===== src/rtl/sw1_req_arb.sv =====
// Tags engine read/write requests into CCI-P c0/c1 and routes tagged responses back with their address.
// Latency: requests and responses each take 1 registered cycle; backpressure from almfull inputs or a busy tag slot.
module sw1_req_arb #(
    parameter int ADDR_LMT    = 20,
    parameter int MAX_OUTST   = 16,
    parameter int PEND_THRESH = 1
) (
    input  logic                Clk_400,
    input  logic                test_Resetb,
    input  logic [ADDR_LMT-1:0] s12ab_WrAddr,
    input  logic [15:0]         s12ab_WrTID,
    input  logic [20:0]         s12ab_WrDin,
    input  logic                s12ab_WrFence,
    input  logic                s12ab_WrEn,
    output logic                ab2s1_WrSent,
    output logic                ab2s1_WrAlmFull,
    input  logic [ADDR_LMT-1:0] s12ab_RdAddr,
    input  logic [15:0]         s12ab_RdTID,
    input  logic                s12ab_RdEn,
    output logic                ab2s1_RdSent,
    output logic                ab2s1_RdRspValid,
    output logic                ab2s1_UMsgValid,
    output logic [15:0]         ab2s1_RdRsp,
    output logic [ADDR_LMT-1:0] ab2s1_RdRspAddr,
    output logic [511:0]        ab2s1_RdData,
    output logic                ab2s1_WrRspValid,
    output logic [15:0]         ab2s1_WrRsp,
    output logic [ADDR_LMT-1:0] ab2s1_WrRspAddr,
    input  logic                s12ab_TestCmp,
    output logic                tx_c0_valid,
    output logic [ADDR_LMT-1:0] tx_c0_addr,
    output logic [15:0]         tx_c0_mdata,
    input  logic                tx_c0_almfull,
    output logic                tx_c1_valid,
    output logic                tx_c1_fence,
    output logic [ADDR_LMT-1:0] tx_c1_addr,
    output logic [15:0]         tx_c1_mdata,
    output logic [511:0]        tx_c1_data,
    input  logic                tx_c1_almfull,
    input  logic                rx_c0_rdvalid,
    input  logic                rx_c0_umsgvalid,
    input  logic [15:0]         rx_c0_mdata,
    input  logic [511:0]        rx_c0_data,
    input  logic                rx_c1_wrvalid,
    input  logic [15:0]         rx_c1_mdata,
    output logic                arb_test_done,
    output logic                err_orphan_rsp
);
    localparam int IDX_W = $clog2(MAX_OUTST);
    localparam int CNT_W = IDX_W + 1;
    localparam logic [CNT_W-1:0] ALM_LVL = CNT_W'(MAX_OUTST - PEND_THRESH);

    logic [MAX_OUTST-1:0] wv_q, wv_d, rv_q, rv_d;
    logic [IDX_W-1:0]     wptr_q, wptr_d, rptr_q, rptr_d;
    logic [CNT_W-1:0]     wcnt_q, wcnt_d, rcnt_q, rcnt_d;
    logic [ADDR_LMT-1:0]  waddr_mem [MAX_OUTST];
    logic [ADDR_LMT-1:0]  raddr_mem [MAX_OUTST];

    logic                tx_c0_valid_q, tx_c0_valid_d, rd_sent_q, rd_sent_d;
    logic [ADDR_LMT-1:0] tx_c0_addr_q, tx_c0_addr_d;
    logic [15:0]         tx_c0_mdata_q, tx_c0_mdata_d;
    logic                tx_c1_valid_q, tx_c1_valid_d, tx_c1_fence_q, tx_c1_fence_d;
    logic [ADDR_LMT-1:0] tx_c1_addr_q, tx_c1_addr_d;
    logic [15:0]         tx_c1_mdata_q, tx_c1_mdata_d;
    logic [511:0]        tx_c1_data_q, tx_c1_data_d;
    logic                wr_sent_q, wr_sent_d, wr_alm_q, wr_alm_d;
    logic                rd_rsp_vld_q, rd_rsp_vld_d, umsg_vld_q, umsg_vld_d;
    logic [15:0]         rd_rsp_q, rd_rsp_d;
    logic [ADDR_LMT-1:0] rd_rsp_addr_q, rd_rsp_addr_d;
    logic [511:0]        rd_data_q, rd_data_d;
    logic                wr_rsp_vld_q, wr_rsp_vld_d;
    logic [15:0]         wr_rsp_q, wr_rsp_d;
    logic [ADDR_LMT-1:0] wr_rsp_addr_q, wr_rsp_addr_d;
    logic                done_q, done_d, orphan_q, orphan_d;

    logic             wr_go, wr_alloc, rd_go, rd_hit, wr_hit, umsg_go;
    logic [IDX_W-1:0] rd_idx, wr_idx;
    logic             unused_tid_hi;

    assign unused_tid_hi = ^{s12ab_WrTID[15:8], s12ab_RdTID[15:8]};

    // The sent pulse blocks re-issue while the engine is still dropping its enable.
    assign wr_go    = s12ab_WrEn && !wr_sent_q && !tx_c1_almfull && !wv_q[wptr_q];
    assign wr_alloc = wr_go && !s12ab_WrFence;
    assign rd_go    = s12ab_RdEn && !rd_sent_q && !tx_c0_almfull && !rv_q[rptr_q];

    assign rd_idx  = rx_c0_mdata[IDX_W-1:0];
    assign wr_idx  = rx_c1_mdata[IDX_W-1:0];
    assign rd_hit  = rx_c0_rdvalid && ((rx_c0_mdata[7:0] >> IDX_W) == 8'd0) && rv_q[rd_idx];
    assign wr_hit  = rx_c1_wrvalid && ((rx_c1_mdata[7:0] >> IDX_W) == 8'd0) && wv_q[wr_idx];
    assign umsg_go = rx_c0_umsgvalid && !rx_c0_rdvalid;

    always_comb begin
        wv_d          = wv_q;
        rv_d          = rv_q;
        wptr_d        = wptr_q;
        rptr_d        = rptr_q;
        wcnt_d        = wcnt_q + {{(CNT_W-1){1'b0}}, wr_alloc} - {{(CNT_W-1){1'b0}}, wr_hit};
        rcnt_d        = rcnt_q + {{(CNT_W-1){1'b0}}, rd_go} - {{(CNT_W-1){1'b0}}, rd_hit};
        tx_c0_valid_d = rd_go;
        tx_c0_addr_d  = tx_c0_addr_q;
        tx_c0_mdata_d = tx_c0_mdata_q;
        rd_sent_d     = rd_go;
        tx_c1_valid_d = wr_go;
        tx_c1_fence_d = wr_go && s12ab_WrFence;
        tx_c1_addr_d  = tx_c1_addr_q;
        tx_c1_mdata_d = tx_c1_mdata_q;
        tx_c1_data_d  = tx_c1_data_q;
        wr_sent_d     = wr_go;
        wr_alm_d      = tx_c1_almfull || (wcnt_q >= ALM_LVL);
        rd_rsp_vld_d  = rd_hit;
        umsg_vld_d    = umsg_go;
        rd_rsp_q_hold: begin
            rd_rsp_d = rd_rsp_q;
        end
        rd_rsp_addr_d = rd_rsp_addr_q;
        rd_data_d     = rd_data_q;
        wr_rsp_vld_d  = wr_hit;
        wr_rsp_d      = wr_rsp_q;
        wr_rsp_addr_d = wr_rsp_addr_q;
        done_d        = done_q || (s12ab_TestCmp && (wcnt_q == '0) && (rcnt_q == '0));
        orphan_d      = orphan_q || (rx_c0_rdvalid && !rd_hit) || (rx_c1_wrvalid && !wr_hit);

        // Clears and allocations never collide: allocation only targets slots already invalid.
        if (wr_hit) begin
            wv_d[wr_idx]  = 1'b0;
            wr_rsp_d      = rx_c1_mdata;
            wr_rsp_addr_d = waddr_mem[wr_idx];
        end
        if (rd_hit) begin
            rv_d[rd_idx]  = 1'b0;
            rd_rsp_addr_d = raddr_mem[rd_idx];
        end
        if (rd_hit || umsg_go) begin
            rd_rsp_d  = rx_c0_mdata;
            rd_data_d = rx_c0_data;
        end
        if (wr_go) begin
            tx_c1_addr_d  = s12ab_WrAddr;
            tx_c1_mdata_d = s12ab_WrFence ? 16'h0000 : {s12ab_WrTID[7:0], 8'(wptr_q)};
            tx_c1_data_d  = 512'(s12ab_WrDin);
        end
        if (wr_alloc) begin
            wv_d[wptr_q] = 1'b1;
            wptr_d       = wptr_q + 1'b1;
        end
        if (rd_go) begin
            tx_c0_addr_d = s12ab_RdAddr;
            tx_c0_mdata_d = {s12ab_RdTID[7:0], 8'(rptr_q)};
            rv_d[rptr_q] = 1'b1;
            rptr_d       = rptr_q + 1'b1;
        end
    end

    always_ff @(posedge Clk_400) begin
        if (test_Resetb && wr_alloc) waddr_mem[wptr_q] <= s12ab_WrAddr;
        if (test_Resetb && rd_go)    raddr_mem[rptr_q] <= s12ab_RdAddr;
    end

    always_ff @(posedge Clk_400) begin
        if (!test_Resetb) begin
            wv_q <= '0;            rv_q <= '0;
            wptr_q <= '0;          rptr_q <= '0;
            wcnt_q <= '0;          rcnt_q <= '0;
            tx_c0_valid_q <= 1'b0; tx_c0_addr_q <= '0;  tx_c0_mdata_q <= '0;
            rd_sent_q <= 1'b0;
            tx_c1_valid_q <= 1'b0; tx_c1_fence_q <= 1'b0;
            tx_c1_addr_q <= '0;    tx_c1_mdata_q <= '0; tx_c1_data_q <= '0;
            wr_sent_q <= 1'b0;     wr_alm_q <= 1'b0;
            rd_rsp_vld_q <= 1'b0;  umsg_vld_q <= 1'b0;
            rd_rsp_q <= '0;        rd_rsp_addr_q <= '0; rd_data_q <= '0;
            wr_rsp_vld_q <= 1'b0;  wr_rsp_q <= '0;      wr_rsp_addr_q <= '0;
            done_q <= 1'b0;        orphan_q <= 1'b0;
        end else begin
            wv_q <= wv_d;                   rv_q <= rv_d;
            wptr_q <= wptr_d;               rptr_q <= rptr_d;
            wcnt_q <= wcnt_d;               rcnt_q <= rcnt_d;
            tx_c0_valid_q <= tx_c0_valid_d; tx_c0_addr_q <= tx_c0_addr_d;
            tx_c0_mdata_q <= tx_c0_mdata_d; rd_sent_q <= rd_sent_d;
            tx_c1_valid_q <= tx_c1_valid_d; tx_c1_fence_q <= tx_c1_fence_d;
            tx_c1_addr_q <= tx_c1_addr_d;   tx_c1_mdata_q <= tx_c1_mdata_d;
            tx_c1_data_q <= tx_c1_data_d;
            wr_sent_q <= wr_sent_d;         wr_alm_q <= wr_alm_d;
            rd_rsp_vld_q <= rd_rsp_vld_d;   umsg_vld_q <= umsg_vld_d;
            rd_rsp_q <= rd_rsp_d;           rd_rsp_addr_q <= rd_rsp_addr_d;
            rd_data_q <= rd_data_d;
            wr_rsp_vld_q <= wr_rsp_vld_d;   wr_rsp_q <= wr_rsp_d;
            wr_rsp_addr_q <= wr_rsp_addr_d;
            done_q <= done_d;               orphan_q <= orphan_d;
        end
    end

    assign tx_c0_valid      = tx_c0_valid_q;
    assign tx_c0_addr       = tx_c0_addr_q;
    assign tx_c0_mdata      = tx_c0_mdata_q;
    assign ab2s1_RdSent     = rd_sent_q;
    assign tx_c1_valid      = tx_c1_valid_q;
    assign tx_c1_fence      = tx_c1_fence_q;
    assign tx_c1_addr       = tx_c1_addr_q;
    assign tx_c1_mdata      = tx_c1_mdata_q;
    assign tx_c1_data       = tx_c1_data_q;
    assign ab2s1_WrSent     = wr_sent_q;
    assign ab2s1_WrAlmFull  = wr_alm_q;
    assign ab2s1_RdRspValid = rd_rsp_vld_q;
    assign ab2s1_UMsgValid  = umsg_vld_q;
    assign ab2s1_RdRsp      = rd_rsp_q;
    assign ab2s1_RdRspAddr  = rd_rsp_addr_q;
    assign ab2s1_RdData     = rd_data_q;
    assign ab2s1_WrRspValid = wr_rsp_vld_q;
    assign ab2s1_WrRsp      = wr_rsp_q;
    assign ab2s1_WrRspAddr  = wr_rsp_addr_q;
    assign arb_test_done    = done_q;
    assign err_orphan_rsp   = orphan_q;
endmodule


===== config.mk =====
export PLATFORM = sky130hd
export DESIGN_NAME = sw1_req_arb
export DESIGN_NICKNAME = d
export VERILOG_FILES = /design/src/rtl/sw1_req_arb.sv
export SDC_FILE = /design/constraint.sdc
export NUM_CORES = 2
export LEC_CHECK = 0
export BUFFER_PORTS_ARGS = -buffer_cell sky130_fd_sc_hd__buf_2
export CAP_MARGIN = 10
export CORE_AREA = 3 3 721 723
export CTS_BUF_LIST = sky130_fd_sc_hd__clkbuf_16
export CTS_CLUSTER_DIAMETER = 100
export DETAILED_ROUTE_END_ITERATION = 16
export DIE_AREA = 0 0 724 726
export PLACE_DENSITY_LB_ADDON = 0.1
export SLEW_MARGIN = 0
export SYNTH_ARGS = -nofsm -noshare
export SYNTH_HDL_FRONTEND = slang
export SYNTH_SLANG_ARGS = --single-unit

===== constraint.sdc =====
create_clock -name Clk_400 -period 3.75 [get_ports Clk_400]
set_input_delay 0.375 -clock Clk_400 [delete_from_list [all_inputs] [get_ports Clk_400]]
set_output_delay 0.375 -clock Clk_400 [all_outputs]
set_load 0.05 [all_outputs]

# == Yosys cells after proc, flatten, opt, wreduce, memory -nomap -nowiden ==
# Memories as Yosys holds them, arrays and structs flattened. A register that Yosys moved wholly into a read port is not among the register bits.
# Cells that the tools add are included.
# Widths: inputs -> output; s select.
# word_totals
register_bits,692
ram_bits,640
in_bits,648
out_inout_bits,1179
wordCells,115
mem_count,2
# mem_list
name,words,word_bits,read_ports,rd_clocked_by_memory_dff,write_ports,line,rtl
raddr_mem,16,20,1,1,1,57,logic [ADDR_LMT-1:0] raddr_mem [MAX_OUTST];
waddr_mem,16,20,1,1,1,56,logic [ADDR_LMT-1:0] waddr_mem [MAX_OUTST];
# classes
n_addsub,6
order_cmp,9
mux,25
bitwise_logic,6
reduce_logical,44
# op_table
op,count
$mux 16,5
$and 16x16->16,2
$not 16->16,2
$or 16x16->16,2
$logic_and 1x1->1,23
$lt 4x5->1 const B,4
$bmux 1 s4,4
$demux 1 s4,4
$ge 4x1->1 const B,4
$logic_not 8->1,2
$logic_not 1->1,12
$mux 1,12
$add 5x1->5,2
$logic_not 5->1,2
$sub 5x1->5,2
$add 4x1->4 const B,2
$ge 5x4->1 const B,1
$logic_or 1x1->1,5

# == Logic depth before layout (Yosys ltp) ==
# logic_depth
word_depth,9
ltp_mapped,16

# == Worst setup path after synthesis ==
# Ideal clock, no wire load.
# synth_timing
path_kind,register to register
start,reg rptr_q[0]
end,"mem raddr_mem[1][0], enable pin"
setup_time_ns,0.422
arrival_ns,3.368
required_ns,3.328
setup_slack_ns,-0.040
path_stages_with_launch,9
path_buffers,3
synth_period_minus_slack_ns,3.790
path_cell_list,dfxtp_1 -> buf_2 -> mux4_2 -> a22oi_1 -> and3_1 -> clkbuf_1 -> buf_2 -> nand2_1 -> nor3_1
# synth_via
elab_chain_len,7
# synth_rtl
item,line,rtl
"start, declared",54,"logic [IDX_W-1:0] wptr_q, wptr_d, rptr_q, rptr_d;"
"start signal, assigned",176,wptr_q <= wptr_d; rptr_q <= rptr_d;
$bmux 1 s4,85,assign rd_go = s12ab_RdEn && !rd_sent_q && !tx_c0_almfull && !rv_q[rptr_q];
$mux 1 (not written as such),85,
$logic_not 1->1,85,
$logic_and 1x1->1,85,
$logic_and 1x1->1,157,if (test_Resetb && rd_go) raddr_mem[rptr_q] <= s12ab_RdAddr;
$mux 1,157,
$mux 1 (not written as such),157,
"end, declared",57,
# Parallel ways exist; a longest one is shown, timed or not. The select of a mux whose other input is x is not followed.

# == Worst setup path in the final report ==
# layout_timing
start,reg wptr_q[0]
end,reg wcnt_q[4]
# layout_via
elab_chain_len,7
# layout_rtl
item,line,rtl
"start, declared",54,
"start signal, assigned",176,
$bmux 1 s4,83,assign wr_go = s12ab_WrEn && !wr_sent_q && !tx_c1_almfull && !wv_q[wptr_q];
$mux 1 (not written as such),83,
$logic_not 1->1,83,
$logic_and 1x1->1,83,
$logic_and 1x1->1,84,assign wr_alloc = wr_go && !s12ab_WrFence;
$add 5x1->5,98,"wcnt_d = wcnt_q + {{(CNT_W-1){1'b0}}, wr_alloc} - {{(CNT_W-1){1'b0}}, wr_hit};"
$sub 5x1->5,98,
"end signal, assigned",177,wcnt_q <= wcnt_d; rcnt_q <= rcnt_d;
"end, declared",55,"logic [CNT_W-1:0] wcnt_q, wcnt_d, rcnt_q, rcnt_d;"
# No other way between the ends. The select of a mux whose other input is x is not followed.
# A chain may end at the register's enable or synchronous reset.

==> metrics.yaml <==
worst_setup_path:
  r2r-start: "wptr_q[0]$_SDFFE_PN0N_"
  r2r_cells: 16
  criticalPathCategory: "reg -> reg"
  endpoint_kind: "register"
  ff2ff_setup_slack_ps: 290
  setup.worst_path.start: "wptr_q[0]$_SDFFE_PN0N_"
  arrival_ps: 4230
  cp-start-kind: "register"
  worst-path-max-fanout: 3
  required_ps: 4520
  rr_endpoint: "wcnt_q[4]$_SDFF_PN0_"
routing:
  vias: 43800
  drt_iter0_drc: 2110
  wl_per_cell_um: 23.9
  drc_errors: 0
  first_pass_iters: 5
  vias_per_cell: 3.19
  postRouteAntennaNets: 0
  wirelength_mm: 328
logic_synthesis:
  avgSynthCellArea_sq_um: 11.8
  synthTopCellsByArea: "edfxtp_1, dfxtp_1, mux2i_1"
  yosys.cell_types.count: 61
  synth_largest_area_cell: "edfxtp_1"
  synth-seq-area-share: 0.591
  yosysWarnings: 0
  synth_common_cells: "nand2_1, dfxtp_1, edfxtp_1"
  synth_seq_cells: 1368
  syn_inst: 4822
  synth-edff-count: 640
  synth.top_cell.area_share: 0.336
  synth_ff_type: "dfxtp_1"
  synthArstFlopShare: 0
  syn-cell-area_sq_um: 57100
  synth_most_common_cell: "nand2_1"
place:
  portBuffers: 1311
  placed_cells: 12700
  gp_congestion: 0.898
  dp_hpwl_mm: 251
global_route:
  first_global_vias: 45400
  grt_pass1_wl_mm: 430
  grt_usage: 0.119
  grt_max_degree: 179
  antenna_found_initial: 85
  grt-ovfl-total: 0
  grtUsageMet3: 0.0244
  busiest_layer: "met2"
  grtUsageMet1: 0.139
  grt_util_met2: 0.217
timing:
  setup_violations: 0
  fin_hold_ws_ps: 129
  finClkSkew_ps: 92.3
  fin_crit_ps: 3460
  tightest_slew_ps: 1350
  report.final.slew_viol_count: 0
  finalCritPeriodShare: 0.923
  maxSlewHeadroom: 0.0899
  clock.fmax_mhz: 289
  rsz0062_at_grt: "false"
  hold_violations: 0
layout:
  area_delta_synth_final_pct: 45.2
  drive_above_1_share: 0.283
  layout.nets: 7447
  instances_no_fill: 13700
  final_util: 0.162
clock_network:
  worstSkewPairLatency_ps: 910
  clk_pin_slew_ps: 60
  h-tree-depth: 4
  numCtsBuffers: 198
  clock_path_buffers: 4
  cts_tree: "yes"
  cts_sinks: 1368
  cts-root-buf: "clkbuf_16"
  postCtsSetupBuffers: 0
floorplanning:
  coreArea_sq_um: 513000
  die_h_um: 726
  io_pins: 1827
  dieArea_sq_um: 526000
  die_w_um: 724
  num_rows: 263
  start_util: 0.111
min_path:
  hold_path.class: "in -> reg"
  worstHoldStart: "rx_c0_data[281]"
  whs_path_depth: 3
  min_to: "ab2s1_RdData[281]$_SDFFE_PN0P_"
power:
  p_leak_uw: 0.0346
  p_per_area_nw_per_um2: 491
  total_power_uw: 40700
  max-vdd-ir-drop_mv: 0.368
job:
  max_cap_viol_count: 0
status:
  outcome: "finished, final reports clean"
==> critical path: stages (launching register included) <==
cell	delay, ps
dfxtp_2	390
mux4_2	550
mux2i_1	140
buf_4	140
mux2i_4	60
nor3_2	180
buf_4	160
inv_1	100
ha_1	290
inv_1	40
ha_1	200
fa_1	450
a21oi_2	180
nor2_1	60
nor2_1	120
xor2_1	190
nor2_1	50
==> sequential cells by signal (all words and copies together) (netlist names), 4 cells and up <==
signal,count
tx_c1_mdata,12
tx_c0_addr,20
tx_c0_mdata,12
wptr_q,4
ab2s1_RdRspAddr,20
ab2s1_WrRspAddr,20
ab2s1_RdData,512
ab2s1_WrRsp,16
rcnt_q,5
ab2s1_RdRsp,16
wv_q,16
tx_c1_data,21
rv_q,16
waddr_mem,320
rptr_q,4
wcnt_q,5
raddr_mem,320
tx_c1_addr,20
==> cell families (layout without fill, tap and decap cells) <==
logic type                 Yosys count  in the layout  share of synthesized area
buffers and inverters              853           2472                     0.0938
xor gates and xnor gates             7              7                    0.00107
DFF                               1368           1368                      0.591
other                                1            512                  0.0000656
adders and majority gates           25             25                    0.00574
and+or+nand+nor                   1434           1434                      0.101
AOI/OAI and AO/OA                  412            412                     0.0433
muxes                              722            722                      0.163
==> worst max-delay path by stage <==
stage                           endpoint  slack (ps)
floorplan           rcnt_q[4]$_SDFF_PN0_         120
global route        wcnt_q[4]$_SDFF_PN0_          10
CTS                 wcnt_q[4]$_SDFF_PN0_          60
global placement    wcnt_q[4]$_SDFF_PN0_        -430
detailed placement  wcnt_q[4]$_SDFF_PN0_        -300
finish              wcnt_q[4]$_SDFF_PN0_         290
==> layout make-up <==
type | count | area, sq um
sequential | 1368 | 33800
clock buffer | 199 | 4980
timing repair buffer | 2083 | 14400
fill | 57500 | 430000
multi-input combinational | 3099 | 20000
clock inverter | 166 | 1180
tap | 6757 | 8450
inverter | 24 | 95.1
antenna | 13 | 32.5
==> timing repair <==
item / in CTS / in global routing
endpoints found under the setup margin: 0 / 1
hold endpoints to repair: 1255 / 0
resized for setup: 0 / 4
hold buffers: 611 / 0
==> report_power, final <==
part / leakage [uW] / internal (uW) / switching (uW)
registers: 0.0117 / 16000 / 278
clock network: 0.00322 / 10400 / 7780
logic: 0.0196 / 1630 / 4620
==> layout by cell type (no fill, tap or decap), types with 123 or more instances in the layout <==
cell type / n
mux4_2: 167
buf_4: 123
clkbuf_16: 199
edfxtp_1: 640
buf_2: 1306
a21oi_1: 148
dlygate4sd3_1: 611
nand2_1: 1190
conb_1: 499
mux2i_1: 549
dfxtp_1: 726
==> layer usage <==
metal,share of wire,up-vias
li1,-,19900
met3,0.056,408
met4,0.034,18
met1,0.40,22100
met5,0.00035,-
met2,0.51,1442
==> metrics by stage <==
step / TNS, ps / area, sq um / worst slack (ps)
final: 0 / 83000 / 288
after global placement: -434 / 70700 / -434
after floorplan: 0 / 59000 / 116
after CTS: 0 / 82900 / 61.1
after detailed placement: -319 / 70700 / -298
after global routing: 0 / 82900 / 12.7
Note: power is estimated with default switching activity, not from simulation.
